## src/rtl/pc_pkg.sv

```systemverilog
// Shared types and default constants for the program-counter stage.
package pc_pkg;

   typedef enum logic [1:0] {
      BOOT = 2'd0,
      RUN  = 2'd1,
      HALT = 2'd2
   } pc_state_e;

   localparam logic [31:0] PC_RESET_VEC = 32'h0000_0000;
   localparam logic [31:0] PC_EXC_VEC   = 32'h0000_0080;
   localparam int          PC_INC_DEF   = 4;
   localparam int          RAS_DEPTH_DEF = 4;

   function automatic int ras_cnt_w(input int depth);
      return $clog2(depth) + 1;
   endfunction

endpackage

```

## src/rtl/pc_if.sv

```systemverilog
// Fetch-side bundle of the PC stage. The PC unit is the master (it issues fetch
// addresses); PC_ALIGN_CHECK_EN adds the misalign_err output.
interface pc_if #(
   parameter int ADDR_W    = 32,
   parameter int RAS_DEPTH = 4
);
   import pc_pkg::*;
   localparam int CW = ras_cnt_w(RAS_DEPTH);

   logic              fetch_ready;
   logic              exc_req;
   logic              redir_req;
   logic [ADDR_W-1:0] redir_target;
   logic              call_push;
   logic [ADDR_W-1:0] call_ret_addr;
   logic              ret_pop;
   logic [ADDR_W-1:0] ret_fallback;
   logic              halt_req;
   logic [ADDR_W-1:0] PCResult;
   logic              pc_valid;
   logic [CW-1:0]     ras_count;
   logic [ADDR_W-1:0] debug_PCR;
`ifdef PC_ALIGN_CHECK_EN
   logic              misalign_err;
`endif

   modport master (
      input  fetch_ready, exc_req, redir_req, redir_target, call_push,
             call_ret_addr, ret_pop, ret_fallback, halt_req,
`ifdef PC_ALIGN_CHECK_EN
      output misalign_err,
`endif
      output PCResult, pc_valid, ras_count, debug_PCR
   );

   modport slave (
      output fetch_ready, exc_req, redir_req, redir_target, call_push,
             call_ret_addr, ret_pop, ret_fallback, halt_req,
`ifdef PC_ALIGN_CHECK_EN
      input  misalign_err,
`endif
      input  PCResult, pc_valid, ras_count, debug_PCR
   );

endinterface

```

## src/rtl/pc_ras.sv

```systemverilog
// Circular return-address stack: push overwrites the oldest entry when full,
// pop on empty is a no-op, push+pop replaces the top in place.
module pc_ras
   import pc_pkg::*;
#(
   parameter int ADDR_W = 32,
   parameter int DEPTH  = 4
)(
   input  logic                        Clk,
   input  logic                        Reset,
   input  logic                        flush,
   input  logic                        push,
   input  logic                        pop,
   input  logic [ADDR_W-1:0]           push_data,
   output logic [ADDR_W-1:0]           top_data,
   output logic [ras_cnt_w(DEPTH)-1:0] count
);
   localparam int PW = $clog2(DEPTH);
   localparam int CW = ras_cnt_w(DEPTH);

   logic [ADDR_W-1:0] mem [DEPTH];
   logic [PW-1:0]     top;
   logic              empty;
   logic              swap;

   assign empty    = (count == '0);
   // A pop on an empty stack does nothing, so push+pop then acts as a plain push.
   assign swap     = push && pop && !empty;
   assign top_data = mem[top];

   always_ff @(posedge Clk) begin
      if (Reset) begin
         top   <= '0;
         count <= '0;
      end else if (flush) begin
         count <= '0;
      end else if (swap) begin
         top   <= top;
      end else if (push) begin
         top <= top + PW'(1);
         if (count != CW'(DEPTH))
            count <= count + CW'(1);
      end else if (pop && !empty) begin
         top   <= top - PW'(1);
         count <= count - CW'(1);
      end
   end

   always_ff @(posedge Clk) begin
      if (!Reset && !flush && push)
         mem[swap ? top : top + PW'(1)] <= push_data;
   end

endmodule

```

## src/rtl/pc_unit.sv

```systemverilog
// Program-counter stage: BOOT/RUN/HALT FSM, prioritised next-PC mux, RAS.
// Optional PC_ALIGN_CHECK_EN: misaligned redirect targets trap to EXC_VEC.
module pc_unit
   import pc_pkg::*;
#(
   parameter int                ADDR_W    = 32,
   parameter logic [ADDR_W-1:0] RESET_VEC = ADDR_W'(PC_RESET_VEC),
   parameter logic [ADDR_W-1:0] EXC_VEC   = ADDR_W'(PC_EXC_VEC),
   parameter int                PC_INC    = PC_INC_DEF,
   parameter int                RAS_DEPTH = RAS_DEPTH_DEF
)(
   input  logic Clk,
   input  logic Reset,
   pc_if.master bus
);
   localparam int CW = ras_cnt_w(RAS_DEPTH);

   pc_state_e         state, state_nxt;
   logic [ADDR_W-1:0] pc_q, pc_nxt, tgt, ras_top;
   logic              tgt_load, ras_push, ras_pop, ras_flush, misaligned;
   logic [CW-1:0]     ras_cnt;

   pc_ras #(.ADDR_W(ADDR_W), .DEPTH(RAS_DEPTH)) u_ras (
      .Clk       (Clk),
      .Reset     (Reset),
      .flush     (ras_flush),
      .push      (ras_push),
      .pop       (ras_pop),
      .push_data (bus.call_ret_addr),
      .top_data  (ras_top),
      .count     (ras_cnt)
   );

   always_ff @(posedge Clk) begin
      if (Reset) begin
         state <= BOOT;
         pc_q  <= RESET_VEC;
      end else begin
         state <= state_nxt;
         pc_q  <= pc_nxt;
      end
   end

   always_comb begin
      state_nxt  = state;
      pc_nxt     = pc_q;
      tgt        = '0;
      tgt_load   = 1'b0;
      ras_push   = 1'b0;
      ras_pop    = 1'b0;
      ras_flush  = 1'b0;
      misaligned = 1'b0;
      case (state)
         BOOT: state_nxt = RUN;
         RUN, HALT: begin
            if (bus.exc_req) begin
               pc_nxt    = EXC_VEC;
               state_nxt = RUN;
               ras_flush = 1'b1;
            end else if (bus.redir_req) begin
               tgt       = bus.redir_target;
               tgt_load  = 1'b1;
               state_nxt = RUN;
            end else if (state == RUN) begin
               // Calls still record their return address in the halting cycle.
               ras_push = bus.call_push;
               if (bus.halt_req) begin
                  state_nxt = HALT;
               end else if (bus.ret_pop) begin
                  ras_pop  = 1'b1;
                  tgt      = (ras_cnt != '0) ? ras_top : bus.ret_fallback;
                  tgt_load = 1'b1;
               end else if (bus.fetch_ready) begin
                  pc_nxt = pc_q + ADDR_W'(PC_INC);
               end
            end
         end
         default: state_nxt = BOOT;
      endcase
      if (tgt_load) begin
`ifdef PC_ALIGN_CHECK_EN
         misaligned = (tgt[1:0] != 2'b00);
         pc_nxt     = misaligned ? EXC_VEC : tgt;
`else
         pc_nxt     = tgt;
`endif
      end
   end

`ifdef PC_ALIGN_CHECK_EN
   always_ff @(posedge Clk) begin
      if (Reset) bus.misalign_err <= 1'b0;
      else       bus.misalign_err <= misaligned;
   end
`endif

   assign bus.PCResult  = pc_q;
   assign bus.debug_PCR = pc_q;
   assign bus.pc_valid  = (state == RUN);
   assign bus.ras_count = ras_cnt;

endmodule

```

## src/flat_wrapper.sv

```systemverilog
// flat-port wrapper written by rule: the top's interface ports become plain ports
module pc_unit_flat import pc_pkg::*;
#(
   parameter int                ADDR_W    = 32,
   parameter logic [ADDR_W-1:0] RESET_VEC = ADDR_W'(PC_RESET_VEC),
   parameter logic [ADDR_W-1:0] EXC_VEC   = ADDR_W'(PC_EXC_VEC),
   parameter int                PC_INC    = PC_INC_DEF,
   parameter int                RAS_DEPTH = RAS_DEPTH_DEF
)
  (Clk, Reset, bus_fetch_ready, bus_exc_req, bus_redir_req, bus_redir_target, bus_call_push, bus_call_ret_addr, bus_ret_pop, bus_ret_fallback, bus_halt_req, bus_PCResult, bus_pc_valid, bus_ras_count, bus_debug_PCR);
  pc_if #(.ADDR_W(ADDR_W), .RAS_DEPTH(RAS_DEPTH)) bus_i ();
  input  logic Clk;
  input  logic Reset;
  input wire logic [$bits(bus_i.fetch_ready)-1:0] bus_fetch_ready;
  input wire logic [$bits(bus_i.exc_req)-1:0] bus_exc_req;
  input wire logic [$bits(bus_i.redir_req)-1:0] bus_redir_req;
  input wire logic [$bits(bus_i.redir_target)-1:0] bus_redir_target;
  input wire logic [$bits(bus_i.call_push)-1:0] bus_call_push;
  input wire logic [$bits(bus_i.call_ret_addr)-1:0] bus_call_ret_addr;
  input wire logic [$bits(bus_i.ret_pop)-1:0] bus_ret_pop;
  input wire logic [$bits(bus_i.ret_fallback)-1:0] bus_ret_fallback;
  input wire logic [$bits(bus_i.halt_req)-1:0] bus_halt_req;
  output wire logic [$bits(bus_i.PCResult)-1:0] bus_PCResult;
  output wire logic [$bits(bus_i.pc_valid)-1:0] bus_pc_valid;
  output wire logic [$bits(bus_i.ras_count)-1:0] bus_ras_count;
  output wire logic [$bits(bus_i.debug_PCR)-1:0] bus_debug_PCR;
  assign bus_i.fetch_ready = bus_fetch_ready;
  assign bus_i.exc_req = bus_exc_req;
  assign bus_i.redir_req = bus_redir_req;
  assign bus_i.redir_target = bus_redir_target;
  assign bus_i.call_push = bus_call_push;
  assign bus_i.call_ret_addr = bus_call_ret_addr;
  assign bus_i.ret_pop = bus_ret_pop;
  assign bus_i.ret_fallback = bus_ret_fallback;
  assign bus_i.halt_req = bus_halt_req;
  assign bus_PCResult = bus_i.PCResult;
  assign bus_pc_valid = bus_i.pc_valid;
  assign bus_ras_count = bus_i.ras_count;
  assign bus_debug_PCR = bus_i.debug_PCR;
  pc_unit #(.ADDR_W(ADDR_W), .RESET_VEC(RESET_VEC), .EXC_VEC(EXC_VEC), .PC_INC(PC_INC), .RAS_DEPTH(RAS_DEPTH)) u_core (.Clk(Clk), .Reset(Reset), .bus(bus_i));
endmodule
```

## config.mk

```make
export PLATFORM = sky130hd
export DESIGN_NAME = pc_unit_flat
export DESIGN_NICKNAME = d
export VERILOG_FILES = /design/src/rtl/pc_pkg.sv /design/src/rtl/pc_if.sv /design/src/rtl/pc_ras.sv /design/src/rtl/pc_unit.sv /design/src/flat_wrapper.sv
export SDC_FILE = /design/constraint.sdc
export NUM_CORES = 1
export LEC_CHECK = 0
export CORE_MARGIN = 2
export CORE_UTILIZATION = 45
export DETAILED_ROUTE_END_ITERATION = 10
export GPL_TIMING_DRIVEN = 1
export PLACE_DENSITY = 0.72
export SLEW_MARGIN = 30
export SYNTH_ARGS = -nofsm -noshare
export SYNTH_HDL_FRONTEND = slang
export SYNTH_SLANG_ARGS = --single-unit
```

## constraint.sdc

```tcl
create_clock -name Clk -period 10.4 [get_ports Clk]
set_clock_uncertainty 0.1 [all_clocks]
set_input_delay 2.08 -clock Clk [delete_from_list [all_inputs] [get_ports Clk]]
set_output_delay 2.08 -clock Clk [all_outputs]
set_load 0.01 [all_outputs]
```

* After elaboration in Yosys (flattened, before gate mapping)
Memories as Yosys holds them, arrays and structs flattened. A register that Yosys moved wholly into a read port is not among the register bits. Cells that the tools add are included.
Word-level totals: flip-flop bits (word level) 39, RAM bits 128, input bits 104, output and inout bits 68, word-level logic and storage cells 87, memories kept 1
Cells by class: add/sub/neg operators 5, eq/ne operators 9, muxes and demuxes 45, bitwise gates (word level) 2, reduce and logical (&&, ||, !) cells 21
Memories:
- u_core.u_ras.mem | words 4, width 32, rd ports 1, clocked after memory_dff 1, wr ports 1, line pc_ras.sv:21 | logic [ADDR_W-1:0] mem [DEPTH];
Operators by type and width (number):
- two-way mux 32 bit | 15
- adder 32 x 3 -> 32 bit, second input constant | 1
- two-way mux 2 bit | 9
- two-way mux 1 bit | 17
- two-way mux 3 bit | 3
- inequality test 3 x 2 -> 1 bit, second input constant | 3
- nonzero test 3 bit | 3
- inequality test 4 bit, second input constant | 2
- AND reduction 3 bit | 2
- AND reduction 6 bit | 1
- logical AND 1 bit | 5
- one-hot mux 2 bit (2 select lines) | 1
- nonzero test 2 bit | 2
- OR reduction 2 bit | 2
- adder 3 x 1 -> 3 bit, second input constant | 1
- logical NOT 1 bit | 3
- logical NOT 3 bit | 1
- inequality test 3 bit, second input constant | 1
- subtractor 3 x 1 -> 3 bit, second input constant | 1
- adder 2 x 1 -> 2 bit, second input constant | 1
- == test 2 x 1 -> 1 bit, second input constant | 1
- == test 2 bit, second input constant | 1
- logical NOT 2 bit | 1
- inequality test 2 x 1 -> 1 bit, second input constant | 1
- 3 further kinds | 4

* Logic depth before layout (Yosys ltp)
depth in word-level cells 12, depth in mapped cells 9, mapped depth without buffers 7

* By module
Synthesis repeated with hierarchy kept, for this count alone.
Second synthesis, totals: cells, all modules 667, area total of the unflattened synthesis 8255.4 um^2
By module, submodules not included:
- pc_ras | instances 1, cells each 228, area an instance 5123.7 um^2, seq. area each 3983.8 um^2
- pc_unit | instances 1, cells each 439, area an instance 3131.8 um^2, seq. area each 680.7 um^2

* Worst setup path after synthesis
Ideal clock, no wire load.
path kind input to register, from in bus_exc_req, to mem u_core.u_ras.mem[3][0], enable pin, data arrival time 5.971 ns, required time 9.798 ns, slack 3.827 ns, stages 4, buffers on the path 0, cell sequence nor2_1 > nand4_1 > nand2b_1 > nor4_1
Between the ends: longest elaborated chain between the ends 7, elaborated cells between the ends (all ways) 14
RTL lines:
- start, declared | line flat_wrapper.sv:15 | input wire logic [$bits(bus_i.exc_req)-1:0] bus_exc_req;
- two-way mux 1 bit | line pc_unit.sv:56 | if (bus.exc_req) begin
- two-way mux 1 bit | line pc_unit.sv:53 | case (state)
- logical NOT 1 bit | line pc_ras.sv:50 | if (!Reset && !flush && push)
- logical AND 1 bit (2 in series) | line pc_ras.sv:50
- two-way mux 1 bit | line pc_ras.sv:50
- two-way mux 1 bit | line pc_ras.sv:51 | mem[swap ? top : top + PW'(1)] <= push_data;
- end, declared | line pc_ras.sv:21
Parallel ways exist; a longest one is shown, timed or not.

* Worst setup path in the final report
from in bus_redir_req, to reg u_core.pc_q[29], in the netlist u_core.bus.PCResult[29]
Between the ends: longest elaborated chain between the ends 5, elaborated cells between the ends (all ways) 14
RTL lines:
- start, declared | line flat_wrapper.sv:16 | input wire logic [$bits(bus_i.redir_req)-1:0] bus_redir_req;
- two-way mux 1 bit | line pc_unit.sv:60 | end else if (bus.redir_req) begin
- two-way mux 1 bit | line pc_unit.sv:56
- two-way mux 1 bit | line pc_unit.sv:53
- inequality test 3 x 2 -> 1 bit (no source line), or another cell as far along
- AND reduction 6 bit (no source line)
- end signal, assigned | line pc_unit.sv:40 | pc_q <= pc_nxt;
- end, declared | line pc_unit.sv:19 | logic [ADDR_W-1:0] pc_q, pc_nxt, tgt, ras_top;
Parallel ways exist; a longest one is shown, timed or not. A chain may end at the register's enable or synchronous reset.

==> flow_summary.yaml <==
run_status:
  status: "completed"
hold_path:
  hold_path_class: "flip-flop to flip-flop"
  worstHoldStart: "u_core.state[1]$_SDFFE_PP0P_"
  hold-path-cell-count: 2
  whs_endpoint: "u_core.state[1]$_SDFFE_PP0P_"
place:
  hpwlAfterDp_mm: 15.0
  port_buffers: 171
  placed_cell_area_um2: 9690
  routabilityCongestion: 0.895
sta:
  totalNegativeSetupSlack_ps: 0
  max-slew-margin-rel: 0.404
  setup_viol: 0
  fin_hold_ws_ps: 476
  rsz0062_at_grt: "no"
  slew_viol_final: 0
  fmax_ghz: 0.216
  hold_viol: 0
  period_needed_ps: 4640
  period_share: 0.446
  tightest_slew_ps: 887
clocking:
  cts_sinks: 169
  post_cts_buffers: 0
  cts_buffers: 17
  ctsResizeCount: 0
  clk_pin_slew_ps: 70
  clockBufferDepth: 2
  ctsRootBufferMaster: "clkbuf_16"
  cts.htree.levels: 4
  clk_latency_ps: 420
  cts_tree: "built"
  hold_buffers: 0
setup_path:
  r2r_cells: 7
  rr_startpoint: "u_core.state[1]$_SDFFE_PP0P_"
  critPathLaunch: "bus_redir_req"
  worstSetupPathType: "input pin to flip-flop"
  cp-end-kind: "flip-flop"
  rrSetupSlack_ps: 7070
  startpoint_type: "input pin"
  cp_max_fo: 14
  arrival_ps: 4840
  r2r-end: "u_core.bus.PCResult[29]$_SDFFE_PP0P_"
  worstPathRequired_ps: 10600
floorplanning:
  fp.dieW_um: 137
  start_util: 0.461
  dieArea_um2: 18900
  core_um2: 17400
  die_height_um: 137
  boundaryPins: 172
  rows: 48
global_routing:
  grt.total_usage: 0.237
  grt_max_degree: 39
  antenna_found_initial: 0
  grt_pass1_wl_mm: 32.9
  grt_pass1_vias: 5967
  grt_remaining_overflow: 0
final_layout:
  area_growth_pct: 28.4
  diodes: 0
  fin_area_um2: 10300
  nets: 851
  nFillCells: 1360
  final_layout_size_suffix_gt1_frac: 0.135
routing:
  wl_per_cell_um: 22.4
  drt_iter0_drc: 713
  dr_total_vias: 6002
  vias_per_cell: 6.12
  ant_nets: 0
  drc: 0
  dr.pass1.iters: 5
  routed_wirelength_mm: 22.0
synth:
  ys_ff_latch: 169
  synthTopCellsByCount: "edfxtp_1 (128), nand2_1 (44), dfxtp_1 (41)"
  syn_area_um2: 8000
  yosysSeqAreaShare: 0.583
  ys_types: 68
  synth_area_per_cell_um2: 13.0
  synthCells: 613
  netlist_top_cells_area: "edfxtp_1 (48%), dfxtp_1 (10%), mux4_2 (9.0%)"
  yosys.cell_count.top_type: "edfxtp_1"
  ys_warn_count: 0
  async_reset_ff_frac: 0
  synth_edf_count: 128
  yosysTopAreaCellShare: 0.481
  synth_top_cell_by_area: "edfxtp_1"
  syn-num-nets: 722
  synth_ff_type: "edfxtp_1"
power_and_ir_drop:
  irDropWorstVdd_mv: 0.146
  clkPwrFrac: 0.409
  switching_power_uw: 350
  power_frac_comb: 0.100
  intPower_mw: 1.17
  power_density_nw_per_um2: 148
  power_mw: 1.52
  power_frac_seq: 0.490
  p_leak_nw: 3.14
  switching_share: 0.231
job:
  maxCapViolCount: 0
## sequential cells by signal (all words and copies together), names as in the netlist, named ones only
name,cells
u_core.u_ras.mem,128
u_core.bus.PCResult,32
u_core.u_ras.count,3
u_core.state,2
u_core.u_ras.top,2
## cells by family (layout without fill, tap and decap cells)
| logic type | after synthesis | after routing | share of synthesized area |
|---|---|---|---|
| xor+xnor | 6 | 6 | 0.00657 |
| simple gates | 167 | 167 | 0.114 |
| compound gates | 145 | 145 | 0.130 |
| buf+inv | 79 | 221 | 0.0548 |
| flops | 169 | 169 | 0.583 |
| fa+ha+maj | 5 | 5 | 0.00876 |
| mux | 42 | 42 | 0.103 |
## worst max-delay path by stage
stage                                                end  slack, ps  cells past startpoint
finish              u_core.bus.PCResult[29]$_SDFFE_PP0P_       5760                      6
detailed placement     u_core.u_ras.mem[3][11]$_DFFE_PP_       5370                      6
floorplan               u_core.u_ras.mem[3][0]$_DFFE_PP_       3830                      4
global route            u_core.u_ras.mem[3][9]$_DFFE_PP_       5590                      6
CTS                     u_core.u_ras.mem[3][9]$_DFFE_PP_       5790                      6
global placement    u_core.bus.PCResult[11]$_SDFFE_PP0P_       5470                      6
## through the flow
step / setup slack (ps) / std cells / util
4_1_cts: 5790 / 980 / 0.591
5_1_grt: 5590 / 980 / 0.591
3_3_place_gp: 5470 / 948 / 0.558
2_1_floorplan: 3830 / 613 / -
3_5_place_dp: 5370 / 948 / 0.558
6_report: 5760 / 980 / 0.591
## per-layer routing
layer	vias up	global-route usage	wire, um
met2	305	0.396	10800
li1	2674	-	-
met3	36	0.0497	1600
met1	2987	0.309	9050
met4	0	0.0796	538
met5	-	0	0
## layout by cell type (no fill, tap or decap), types with 5 or more instances in the layout
cell and instances:
nor2_1 19, mux2i_1 9, o211ai_1 9, buf_4 11
a32oi_1 25, inv_1 7, or3_1 9, nor4_1 7
and3_1 6, a21o_1 16, dfxtp_1 40, o21ai_0 23
xnor2_1 5, o221a_2 5, clkdlybuf4s50_1 171, nand4_1 9
clkbuf_16 17, edfxtp_1 128, nand3_1 17, nand2_1 44
a31oi_1 13, mux4_2 32, a21oi_1 24, nor3_1 12
## power by group through the flow
| stage | clock network, mW | registers, mW | logic [mW] |
|---|---|---|---|
| floorplan | 0 | 0.756 | 0.0697 |
| global placement | 0 | 0.757 | 0.148 |
| detailed placement | 0 | 0.758 | 0.151 |
| CTS | 0.627 | 0.743 | 0.151 |
| global route | 0.656 | 0.744 | 0.164 |
| finish | 0.621 | 0.743 | 0.152 |
## worst max-delay path, cell delays in order
cell	delay [ps]
clkdlybuf4s50_1	740
nor2_1	220
o21ai_1	470
nand2_1	520
o311a_1	490
or3_1	310
## layout make-up
cell class / instances / area [um^2] / area share
Sequential cell: 169 / 4670 / 0.455
Inverter: 7 / 26.3 / 0.00256
Timing Repair Buffer: 182 / 1790 / 0.175
Clock inverter: 13 / 144 / 0.0140
Clock buffer: 19 / 433 / 0.0422
Multi-Input combinational cell: 365 / 2920 / 0.284
Tap cell: 225 / 282 / 0.0274
(Power assumes the default switching activity.)
